<file path="src/rtl/l2_port_arbiter_if.sv">
// Line-transaction port shared by the cache requesters and physical memory.
// master = side that issues read/write, slave = side that answers with resp/rdata.
interface l2_port_arbiter_if #(
  parameter int unsigned ADDR_W = 32,
  parameter int unsigned LINE_W = 256
);
  logic              read;
  logic              write;
  logic [ADDR_W-1:0] address;
  logic [LINE_W-1:0] wdata;
  logic              resp;
  logic [LINE_W-1:0] rdata;

  modport master (output read, write, address, wdata, input resp, rdata);
  modport slave  (input read, write, address, wdata, output resp, rdata);
endinterface

</file>
<file path="src/rtl/l2_port_arbiter.sv">
// l2_port_arbiter: shares one pmem line port between the I-cache and D-cache.
// Fixed D-over-I priority with a starvation limit guaranteeing I progress.
// pmem request outputs are registered; x_resp is pmem_resp gated by the grant.
// Optional macro L2_ARB_STATS_EN adds grant and wait-cycle counters.
module l2_port_arbiter #(
  parameter int unsigned ADDR_W       = 32,
  parameter int unsigned LINE_W       = 256,
  parameter int unsigned STARVE_LIMIT = 4
) (
  input  logic              clk,
  input  logic              rst_n,
  l2_port_arbiter_if.slave  i_port,
  l2_port_arbiter_if.slave  d_port,
  l2_port_arbiter_if.master pmem_port
`ifdef L2_ARB_STATS_EN
  ,
  output logic [31:0]       stat_i_grants,
  output logic [31:0]       stat_d_grants,
  output logic [31:0]       stat_wait_cycles
`endif
);

  localparam int unsigned CNT_W = 4;

  typedef enum logic [1:0] {
    ST_IDLE    = 2'd0,
    ST_GRANT_I = 2'd1,
    ST_GRANT_D = 2'd2
  } state_t;

  state_t              r_state;
  state_t              w_state_nxt;
  logic [CNT_W-1:0]    r_starve_cnt;
  logic [CNT_W-1:0]    w_starve_nxt;
  logic                r_pmem_read;
  logic                w_pmem_read_nxt;
  logic                r_pmem_write;
  logic                w_pmem_write_nxt;
  logic [ADDR_W-1:0]   r_pmem_address;
  logic [ADDR_W-1:0]   w_pmem_address_nxt;
  logic [LINE_W-1:0]   r_pmem_wdata;
  logic [LINE_W-1:0]   w_pmem_wdata_nxt;

  logic                w_i_pend;
  logic                w_d_pend;
  logic                w_grant_d;
  logic                w_grant_i;

  assign w_i_pend  = i_port.read | i_port.write;
  assign w_d_pend  = d_port.read | d_port.write;
  // D wins unless I has already been passed over STARVE_LIMIT times in a row.
  assign w_grant_d = (r_state == ST_IDLE) && w_d_pend &&
                     (!w_i_pend || (r_starve_cnt < CNT_W'(STARVE_LIMIT)));
  assign w_grant_i = (r_state == ST_IDLE) && !w_grant_d && w_i_pend;

  // State and registered pmem request
  always_ff @(posedge clk or negedge rst_n) begin
    if (!rst_n) begin
      r_state        <= ST_IDLE;
      r_starve_cnt   <= '0;
      r_pmem_read    <= 1'b0;
      r_pmem_write   <= 1'b0;
      r_pmem_address <= '0;
      r_pmem_wdata   <= '0;
    end else begin
      r_state        <= w_state_nxt;
      r_starve_cnt   <= w_starve_nxt;
      r_pmem_read    <= w_pmem_read_nxt;
      r_pmem_write   <= w_pmem_write_nxt;
      r_pmem_address <= w_pmem_address_nxt;
      r_pmem_wdata   <= w_pmem_wdata_nxt;
    end
  end

  // Arbitration in IDLE; hold the request until pmem_resp while granted
  always_comb begin
    w_state_nxt        = r_state;
    w_starve_nxt       = r_starve_cnt;
    w_pmem_read_nxt    = r_pmem_read;
    w_pmem_write_nxt   = r_pmem_write;
    w_pmem_address_nxt = r_pmem_address;
    w_pmem_wdata_nxt   = r_pmem_wdata;
    case (r_state)
      ST_IDLE: begin
        if (w_grant_d) begin
          w_state_nxt        = ST_GRANT_D;
          w_starve_nxt       = !w_i_pend ? '0 :
                               (r_starve_cnt == {CNT_W{1'b1}}) ? r_starve_cnt :
                               r_starve_cnt + CNT_W'(1);
          w_pmem_write_nxt   = d_port.write;
          w_pmem_read_nxt    = d_port.read & ~d_port.write;
          w_pmem_address_nxt = d_port.address;
          w_pmem_wdata_nxt   = d_port.wdata;
        end else if (w_grant_i) begin
          w_state_nxt        = ST_GRANT_I;
          w_starve_nxt       = '0;
          w_pmem_write_nxt   = i_port.write;
          w_pmem_read_nxt    = i_port.read & ~i_port.write;
          w_pmem_address_nxt = i_port.address;
          w_pmem_wdata_nxt   = i_port.wdata;
        end
      end
      ST_GRANT_I, ST_GRANT_D: begin
        if (pmem_port.resp) begin
          w_state_nxt      = ST_IDLE;
          w_pmem_read_nxt  = 1'b0;
          w_pmem_write_nxt = 1'b0;
        end
      end
      default: begin
        w_state_nxt      = ST_IDLE;
        w_pmem_read_nxt  = 1'b0;
        w_pmem_write_nxt = 1'b0;
      end
    endcase
  end

  assign pmem_port.read    = r_pmem_read;
  assign pmem_port.write   = r_pmem_write;
  assign pmem_port.address = r_pmem_address;
  assign pmem_port.wdata   = r_pmem_wdata;

  // Completion only reaches the granted requester; read data is broadcast.
  assign i_port.resp  = pmem_port.resp & (r_state == ST_GRANT_I);
  assign d_port.resp  = pmem_port.resp & (r_state == ST_GRANT_D);
  assign i_port.rdata = pmem_port.rdata;
  assign d_port.rdata = pmem_port.rdata;

`ifdef L2_ARB_STATS_EN
  logic [31:0] r_stat_i;
  logic [31:0] r_stat_d;
  logic [31:0] r_stat_w;
  logic        w_wait;

  assign w_wait = ((r_state == ST_IDLE)    && w_d_pend && w_i_pend) ||
                  ((r_state == ST_GRANT_I) && w_d_pend) ||
                  ((r_state == ST_GRANT_D) && w_i_pend);

  // Free-running wrap-around statistics counters
  always_ff @(posedge clk or negedge rst_n) begin
    if (!rst_n) begin
      r_stat_i <= '0;
      r_stat_d <= '0;
      r_stat_w <= '0;
    end else begin
      if (w_grant_i) r_stat_i <= r_stat_i + 32'd1;
      if (w_grant_d) r_stat_d <= r_stat_d + 32'd1;
      if (w_wait)    r_stat_w <= r_stat_w + 32'd1;
    end
  end

  assign stat_i_grants    = r_stat_i;
  assign stat_d_grants    = r_stat_d;
  assign stat_wait_cycles = r_stat_w;
`endif

endmodule

</file>
<file path="src/flat_wrapper.sv">
// flat-port wrapper written by rule: the top's interface ports become plain ports
module l2_port_arbiter_flat 
#(
  parameter int unsigned ADDR_W       = 32,
  parameter int unsigned LINE_W       = 256,
  parameter int unsigned STARVE_LIMIT = 4
)
  (clk, rst_n, i_port_read, i_port_write, i_port_address, i_port_wdata, i_port_resp, i_port_rdata, d_port_read, d_port_write, d_port_address, d_port_wdata, d_port_resp, d_port_rdata, pmem_port_read, pmem_port_write, pmem_port_address, pmem_port_wdata, pmem_port_resp, pmem_port_rdata);
  l2_port_arbiter_if #(.ADDR_W(ADDR_W), .LINE_W(LINE_W)) i_port_i ();
  l2_port_arbiter_if #(.ADDR_W(ADDR_W), .LINE_W(LINE_W)) d_port_i ();
  l2_port_arbiter_if #(.ADDR_W(ADDR_W), .LINE_W(LINE_W)) pmem_port_i ();
  input  logic clk;
  input  logic rst_n;
  input wire logic [$bits(i_port_i.read)-1:0] i_port_read;
  input wire logic [$bits(i_port_i.write)-1:0] i_port_write;
  input wire logic [$bits(i_port_i.address)-1:0] i_port_address;
  input wire logic [$bits(i_port_i.wdata)-1:0] i_port_wdata;
  output wire logic [$bits(i_port_i.resp)-1:0] i_port_resp;
  output wire logic [$bits(i_port_i.rdata)-1:0] i_port_rdata;
  input wire logic [$bits(d_port_i.read)-1:0] d_port_read;
  input wire logic [$bits(d_port_i.write)-1:0] d_port_write;
  input wire logic [$bits(d_port_i.address)-1:0] d_port_address;
  input wire logic [$bits(d_port_i.wdata)-1:0] d_port_wdata;
  output wire logic [$bits(d_port_i.resp)-1:0] d_port_resp;
  output wire logic [$bits(d_port_i.rdata)-1:0] d_port_rdata;
  output wire logic [$bits(pmem_port_i.read)-1:0] pmem_port_read;
  output wire logic [$bits(pmem_port_i.write)-1:0] pmem_port_write;
  output wire logic [$bits(pmem_port_i.address)-1:0] pmem_port_address;
  output wire logic [$bits(pmem_port_i.wdata)-1:0] pmem_port_wdata;
  input wire logic [$bits(pmem_port_i.resp)-1:0] pmem_port_resp;
  input wire logic [$bits(pmem_port_i.rdata)-1:0] pmem_port_rdata;
  assign i_port_i.read = i_port_read;
  assign i_port_i.write = i_port_write;
  assign i_port_i.address = i_port_address;
  assign i_port_i.wdata = i_port_wdata;
  assign i_port_resp = i_port_i.resp;
  assign i_port_rdata = i_port_i.rdata;
  assign d_port_i.read = d_port_read;
  assign d_port_i.write = d_port_write;
  assign d_port_i.address = d_port_address;
  assign d_port_i.wdata = d_port_wdata;
  assign d_port_resp = d_port_i.resp;
  assign d_port_rdata = d_port_i.rdata;
  assign pmem_port_read = pmem_port_i.read;
  assign pmem_port_write = pmem_port_i.write;
  assign pmem_port_address = pmem_port_i.address;
  assign pmem_port_wdata = pmem_port_i.wdata;
  assign pmem_port_i.resp = pmem_port_resp;
  assign pmem_port_i.rdata = pmem_port_rdata;
  l2_port_arbiter #(.ADDR_W(ADDR_W), .LINE_W(LINE_W), .STARVE_LIMIT(STARVE_LIMIT)) u_core (.clk(clk), .rst_n(rst_n), .i_port(i_port_i), .d_port(d_port_i), .pmem_port(pmem_port_i));
endmodule
</file>
<file path="config.mk">
export PLATFORM = sky130hd
export DESIGN_NAME = l2_port_arbiter_flat
export DESIGN_NICKNAME = d
export VERILOG_FILES = /design/src/rtl/l2_port_arbiter_if.sv /design/src/rtl/l2_port_arbiter.sv /design/src/flat_wrapper.sv
export SDC_FILE = /design/constraint.sdc
export NUM_CORES = 1
export LEC_CHECK = 0
export ABC_AREA = 1
export CAP_MARGIN = 5
export CORE_AREA = 2 2 644 646
export DETAILED_ROUTE_END_ITERATION = 7
export DIE_AREA = 0 0 646 648
export GPL_TIMING_DRIVEN = 0
export HOLD_SLACK_MARGIN = 0.06
export PLACE_DENSITY = 0.3
export SLEW_MARGIN = 20
export SYNTH_ARGS = -nofsm -noshare
export SYNTH_HDL_FRONTEND = slang
export SYNTH_SLANG_ARGS = --single-unit
</file>
<file path="constraint.sdc">
create_clock -name clk -period 1.5 [get_ports clk]
set_input_delay 0.225 -clock clk [delete_from_list [all_inputs] [get_ports clk]]
set_output_delay 0.225 -clock clk [all_outputs]
set_load 0.02 [all_outputs]
</file>
* After elaboration in Yosys (flattened, before gate mapping)
Cells that the tools add are included.
Cells by class: magnitude comparators 1, add/sub/neg operators 1, bitwise gates (word level) 8, equality and inequality tests 6, reductions and logical operators 13, muxes and demuxes 19
Operators with widths (count):
- $mux W256 | 2
- $mux W32 | 2
- $mux W4 | 4
- $mux W2 | 3
- $mux W1 | 5
- $add A4 B1 Y4 const B | 1
- $and A1 B1 Y1 | 4
- $eq A4 B4 Y1 const B | 1
- $logic_and A1 B1 Y1 | 4
- $lt A4 B3 Y1 const B | 1
- $pmux W1 S2 | 2
- $pmux W2 S2 | 1
- $reduce_and A2 Y1 | 2
- $ne A3 B1 Y1 const B | 1
- $ne A3 B3 Y1 const B | 1
- $reduce_and A3 Y1 | 1
- $eq A2 B1 Y1 const B | 1
- $eq A2 B2 Y1 const B | 1
- $logic_not A1 Y1 | 2
- $logic_not A2 Y1 | 1
- $ne A2 B2 Y1 const B | 1
- $not A1 Y1 | 2
- $or A1 B1 Y1 | 2
- $reduce_bool A2 Y1 | 1
- 2 further kinds | 2
Storage, ports and cells: output and inout bits 804, logic and storage cells 54, flip-flop bits (word level) 296

* Depth between registers and ports, before layout
depth in word-level cells 10, gate-level depth with buffers 11, gate-level depth less buffers 9

* Least setup slack after synthesis
OpenSTA, ideal clock, no wires.
path kind reg2reg, start point register u_core.r_state[0], end point register u_core.r_pmem_write, in the netlist u_core.pmem_port.write, stages on the path, launching flop included 12, period minus slack after synthesis 1.488 ns, data arrival time 1.372 ns, library setup time 0.116 ns, setup slack 0.012 ns, path buffers 2, path through dfrtp_1 inv_1 ha_1 inv_2 nor2_1 nand2_2 buf_2 buf_2 nand2_1 nand2_1 nand2_1 nand2_1
Between the ends: cells in the longest elaborated chain, start to end 8, elaborated cells between the ends (all ways) 14
Ends and longest elaborated chain:
- start, declared | line l2_port_arbiter.sv:31 | state_t r_state;
- start signal, assigned | line l2_port_arbiter.sv:66 | r_state <= w_state_nxt;
- $logic_not A2 Y1 | line l2_port_arbiter.sv:52, l2_port_arbiter.sv:54, l2_port_arbiter.sv:83
- $logic_and A1 B1 Y1 (2 in a row) | line l2_port_arbiter.sv:52 | assign w_grant_d = (r_state == ST_IDLE) && w_d_pend &&
- $logic_not A1 Y1 | line l2_port_arbiter.sv:54 | assign w_grant_i = (r_state == ST_IDLE) && !w_grant_d && w_i_pend;
- $logic_and A1 B1 Y1 (2 in a row) | line l2_port_arbiter.sv:54
- $ne A3 B1 Y1 (no source line)
- $reduce_and A2 Y1 (no source line)
- end signal, assigned | line l2_port_arbiter.sv:69 | r_pmem_write <= w_pmem_write_nxt;
- end, declared | line l2_port_arbiter.sv:37 | logic r_pmem_write;
Parallel ways exist; a longest one is shown, timed or not. A chain may end at the register's enable or synchronous reset.

* Worst setup path after layout
start point register u_core.r_state[1], end point register u_core.r_pmem_wdata[217], in the netlist u_core.pmem_port.wdata[217]
Between the ends: cells in the longest elaborated chain, start to end 8, elaborated cells between the ends (all ways) 9
Ends and longest elaborated chain:
- $logic_not A2 Y1 * | line l2_port_arbiter.sv:52, l2_port_arbiter.sv:54, l2_port_arbiter.sv:83
- $logic_and A1 B1 Y1 (2 in a row) | line l2_port_arbiter.sv:52
- $logic_not A1 Y1 | line l2_port_arbiter.sv:54
- $logic_and A1 B1 Y1 (2 in a row) | line l2_port_arbiter.sv:54
- $reduce_bool A2 Y1 (no source line)
- $reduce_and A2 Y1 (no source line)
- end signal, assigned | line l2_port_arbiter.sv:71 | r_pmem_wdata <= w_pmem_wdata_nxt;
- end, declared | line l2_port_arbiter.sv:41 | logic [LINE_W-1:0] r_pmem_wdata;
Every way passes the cells marked *; elsewhere a longest branch is shown, timed or not.

==> flow_summary.html <==
<table>
<tr><th>Metric</th><th>Value</th></tr>
<tr><th colspan="2">Critical path</th></tr>
<tr><td>Family with the most delay on the worst path</td><td>buffers and inverters</td></tr>
<tr><td>Required time at the endpoint of the critical path</td><td>a little over 2 ns</td></tr>
<tr><td>Crit-path most repeated cell</td><td>sky130_fd_sc_hd__nand2_1</td></tr>
<tr><td>Kind of start point of the critical path</td><td>flop</td></tr>
<tr><td>Sequence of cells on the critical path</td><td>inv_2 &gt; ha_4 &gt; inv_4 &gt; nor2_4 &gt; nand2_8 &gt; buf_8 &gt; buf_6 &gt; nand2_1 &gt; nand2_1 &gt; o21ai_1</td></tr>
<tr><td>WP data arrival</td><td>between 2 and 3 ns</td></tr>
<tr><td>Peak fanout along the critical path</td><td>11</td></tr>
<tr><td>Crit path max-delay cell type</td><td>sky130_fd_sc_hd__dfrtp_1</td></tr>
<tr><td>Biggest cell delay along the critical path</td><td>between 0.3 and 0.4 ns</td></tr>
<tr><td>Total buffers and inverters traversed by the critical path</td><td>4</td></tr>
<tr><td>CP Class</td><td>flop to flop</td></tr>
<tr><td>Endpoint kind of the worst setup timing path</td><td>flop</td></tr>
<tr><th colspan="2">GRT</th></tr>
<tr><td>Total overflow reported by the global router</td><td>0</td></tr>
<tr><td>Vias in the first global route</td><td>roughly 25000</td></tr>
<tr><td>Pin count of the biggest net entering global routing</td><td>76</td></tr>
<tr><td>Initial antenna violation count</td><td>around 130</td></tr>
<tr><td>Overall fraction of global-route tracks in use</td><td>between 10% and 20%</td></tr>
<tr><td>Global-route wire length before repair</td><td>roughly 320000 um</td></tr>
<tr><th colspan="2">Timing</th></tr>
<tr><td>Setup total negative slack</td><td>-172.73 ns</td></tr>
<tr><td>FMAX</td><td>0.503 GHz</td></tr>
<tr><td>Unrepaired setup endpoints after global routing</td><td>true</td></tr>
<tr><td>Final-layout worst hold slack</td><td>about 0.070 ns</td></tr>
<tr><td>Final Worst Setup Slack</td><td>-0.487 ns</td></tr>
<tr><td>Slew at the pin closest to its max-slew limit</td><td>0.870 ns</td></tr>
<tr><td>Final Hold Fails</td><td>0</td></tr>
<tr><td>Fin Clk Skew</td><td>between 0.03 and 0.04 ns</td></tr>
<tr><td>Period utilisation layout</td><td>132%</td></tr>
<tr><td>Worst-case headroom to the max-slew limit</td><td>41.8%</td></tr>
<tr><td>Number of max-slew violations in the final report</td><td>0</td></tr>
<tr><td>Min cycle time layout</td><td>1.99 ns</td></tr>
<tr><td>Final number of setup-violating endpoints</td><td>around 560</td></tr>
<tr><th colspan="2">Die</th></tr>
<tr><td>Initial core utilization</td><td>under 10%</td></tr>
<tr><td>Core region area</td><td>a little over 400000 um2</td></tr>
<tr><td>Total I/O pin count</td><td>approximately 1600</td></tr>
<tr><td>Number of rows created at floorplan</td><td>between 200 and 250</td></tr>
<tr><td>Die Outline Area</td><td>between 400000 and 500000 um2</td></tr>
<tr><td>Die span in y</td><td>approximately 650 um</td></tr>
<tr><td>Die width</td><td>646 um</td></tr>
<tr><th colspan="2">Placed design</th></tr>
<tr><td>Worst slack, placed</td><td>-1.96 ns</td></tr>
<tr><td>IO buf count</td><td>around 1400</td></tr>
<tr><td>Global placer's final weighted congestion</td><td>between 0.9 and 1</td></tr>
<tr><td>Post-DP Area</td><td>about 40000 um2</td></tr>
<tr><td>HPWL after detailed placement</td><td>~240000 um</td></tr>
<tr><th colspan="2">Clock network</th></tr>
<tr><td>Clock Latency Late Sink</td><td>0.72 ns</td></tr>
<tr><td>H-tree depth</td><td>2</td></tr>
<tr><td>Bufs on Longest Clock Path</td><td>3</td></tr>
<tr><td>CTS sink count</td><td>between 200 and 300</td></tr>
<tr><td>Clock tree root driver cell</td><td>sky130_fd_sc_hd__clkbuf_16</td></tr>
<tr><td>Clock-pin slew on the worst setup and hold paths</td><td>0.06 ns</td></tr>
<tr><td>Number of CTS-inserted buffers</td><td>50</td></tr>
<tr><td>CTS tree</td><td>yes</td></tr>
<tr><th colspan="2">Route</th></tr>
<tr><td>Detailed-route DRC error count</td><td>0</td></tr>
<tr><td>Routed via count divided by cell count</td><td>~2.4</td></tr>
<tr><td>Detail-routed net length per standard cell</td><td>approximately 27 um</td></tr>
<tr><td>Via count of the routed design</td><td>roughly 24000</td></tr>
<tr><td>Initial DRT Pass Iterations</td><td>7</td></tr>
<tr><td>Iteration-0 DRC count of the detailed router</td><td>around 1100</td></tr>
<tr><td>Total wire length after detailed routing</td><td>266000 um</td></tr>
<tr><td>Antenna-violating nets left</td><td>0</td></tr>
<tr><th colspan="2">Final layout</th></tr>
<tr><td>Fill cells</td><td>48034</td></tr>
<tr><td>Final design utilization</td><td>around 11%</td></tr>
<tr><td>Layout Cell Area excl Fill</td><td>45100 um2</td></tr>
<tr><td>Fin nets</td><td>between 5000 and 6000</td></tr>
<tr><td>Fraction of final layout cells sized beyond drive strength 1</td><td>between 20 and 25%</td></tr>
<tr><td>Area overhead of the layout relative to synthesis</td><td>137%</td></tr>
<tr><th colspan="2">Power and ir drop</th></tr>
<tr><td>Worst VDD drop</td><td>about 0.00080 V</td></tr>
<tr><td>Leakage</td><td>approximately 19 nW</td></tr>
<tr><td>Total power divided by cell area</td><td>1790 nW/um2</td></tr>
<tr><th colspan="2">Synth</th></tr>
<tr><td>Fraction of the yosys area taken by sequential cells</td><td>between 30% and 40%</td></tr>
<tr><td>Gate count of the mapped netlist</td><td>2723</td></tr>
<tr><td>Count of cell types in the netlist</td><td>16</td></tr>
<tr><td>FF+latch count, synth</td><td>around 300</td></tr>
<tr><td>Synthesized area per cell</td><td>~7.0 um2</td></tr>
<tr><td>Synth Cell Area</td><td>around 19000 um2</td></tr>
<tr><td>Syn Nets</td><td>3566</td></tr>
<tr><td>Count of yosys warnings during synthesis</td><td>0</td></tr>
<tr><th colspan="2">Status</th></tr>
<tr><td>Outcome</td><td>finished, violations left</td></tr>
<tr><td>Failing checks</td><td>setup timing</td></tr>
<tr><th colspan="2">Run</th></tr>
<tr><td>Max-capacitance violation count</td><td>0</td></tr>
<tr><th colspan="2">Min path</th></tr>
<tr><td>Hold crit path type</td><td>input port to async pin</td></tr>
</table>
-- area by class of cell --
cell class,count,area (um2),share of cell area [%]
Antenna cell,74,185,0.410
Clock buffer,67,1440,3.18
Clock inverter,26,332,0.735
Tap cell,5474,6850,15.2
Timing Repair Buffer,1607,16300,36.1
Multi-Input combinational cell,1485,6460,14.3
Buffer,638,5000,11.1
Sequential cell,296,7410,16.4
Inverter,303,1150,2.55
-- synthesized netlist by cell type --
cell | n | area share (%)
sky130_fd_sc_hd__o21ai_1 | 288 | 7.6
sky130_fd_sc_hd__nor2_1 | 295 | 5.8
sky130_fd_sc_hd__xnor2_1 | 1 | 0.046
sky130_fd_sc_hd__ha_1 | 4 | 0.26
sky130_fd_sc_hd__inv_2 | 1 | 0.020
sky130_fd_sc_hd__buf_4 | 516 | 20
sky130_fd_sc_hd__inv_1 | 301 | 5.9
sky130_fd_sc_hd__nand2_1 | 886 | 17
sky130_fd_sc_hd__o21ai_0 | 6 | 0.16
sky130_fd_sc_hd__nand2_2 | 2 | 0.066
sky130_fd_sc_hd__buf_2 | 116 | 3.1
sky130_fd_sc_hd__a21oi_1 | 2 | 0.053
sky130_fd_sc_hd__dfrtp_1 | 296 | 39
sky130_fd_sc_hd__inv_4 | 1 | 0.033
sky130_fd_sc_hd__nand3_1 | 1 | 0.026
sky130_fd_sc_hd__clkbuf_1 | 7 | 0.14
-- worst register-to-register path, stage by stage (launching register included) --
cell and delay [ns]:
sky130_fd_sc_hd__dfrtp_1 0.39, sky130_fd_sc_hd__inv_2 0.07, sky130_fd_sc_hd__ha_4 0.18, sky130_fd_sc_hd__inv_4 0.06, sky130_fd_sc_hd__nor2_4 0.04, sky130_fd_sc_hd__nand2_8 0.17, sky130_fd_sc_hd__buf_8 0.28, sky130_fd_sc_hd__buf_6 0.23
sky130_fd_sc_hd__nand2_1 0.09, sky130_fd_sc_hd__nand2_1 0.26, sky130_fd_sc_hd__o21ai_1 0.10
-- flip-flops by register name (all words and copies together), names as in the netlist --
name and flops:
u_core.pmem_port.wdata 256, u_core.pmem_port.address 32, u_core.r_starve_cnt 4, u_core.r_state 2, u_core.pmem_port.read 1, u_core.pmem_port.write 1
-- path summary, 6_finish.rpt --
kind                                        from                           to  slack, ns  cells after the start
setup / recovery               u_core.r_state[1]  u_core.pmem_port.wdata[217]      -0.49                     10
hold / removal                             rst_n  u_core.pmem_port.wdata[245]       0.07                      2
setup reg to reg               u_core.r_state[1]  u_core.pmem_port.wdata[217]      -0.49                     10
hold reg to reg            u_core.pmem_port.read        u_core.pmem_port.read       0.48                      2
max in group asynchronous                  rst_n  u_core.pmem_port.wdata[252]       0.14                      3
min in group clk               d_port_wdata[102]  u_core.pmem_port.wdata[102]       0.15                      3
-- cells in the final DEF, fill, tap and decap left out, drive strengths merged --
cell           count
nor2             295
bufinv             6
clkdlybuf4s50   1136
dlygate4sd3      194
nand3              1
xnor2              1
o21ai            294
a21oi              2
clkinv            12
clkbuf            95
dlygate4sd2      135
inv              307
diode             74
ha                 4
clkinvlp           4
buf              688
clkdlybuf4s15     63
nand2            888
dlymetal6s2s       1
dfrtp            296
-- logic make-up after synthesis --
family	count (synthesis)	synth area share (%)
flops	296	38.9
simple gates	1184	23.4
buf+inv	942	29.6
fa+ha+maj	4	0.263
compound gates	296	7.79
xor+xnor	1	0.0461
-- per-layer routing --
metal | up-vias | GRT usage, % | part of all wire [%]
met5 | - | 0 | 0.18
met4 | 70 | 2.95 | 2.7
li1 | 11060 | - | -
met1 | 11715 | 12.9 | 37
met3 | 305 | 6.19 | 11
met2 | 1088 | 21.3 | 49
-- per-stage QoR --
stage,instances,power [mW]
finish,9970,80.8
global route,9919,87.4
CTS,9889,83.5
detailed placement,9587,67.2
global placement,9583,67.3
floorplan,2723,34.2
-- report_power, final --
| part | internal [mW] | switching, mW |
|---|---|---|
| sequential | 12.2 | 3.00 |
| clock | 7.75 | 5.41 |
| combinational | 17.4 | 35.0 |
-- what timing repair did --
action / 4_1_cts / 5_1_grt
hold buffers: 193 / 1
pin swaps: 26 / 13
endpoints found under the hold margin: 314 / 6
setup endpoints to repair: 591 / 590
cloned: 4 / 4
resized for setup: 718 / 202
buffers inserted: 13 / 3
Power figures use the tool's default switching activity.
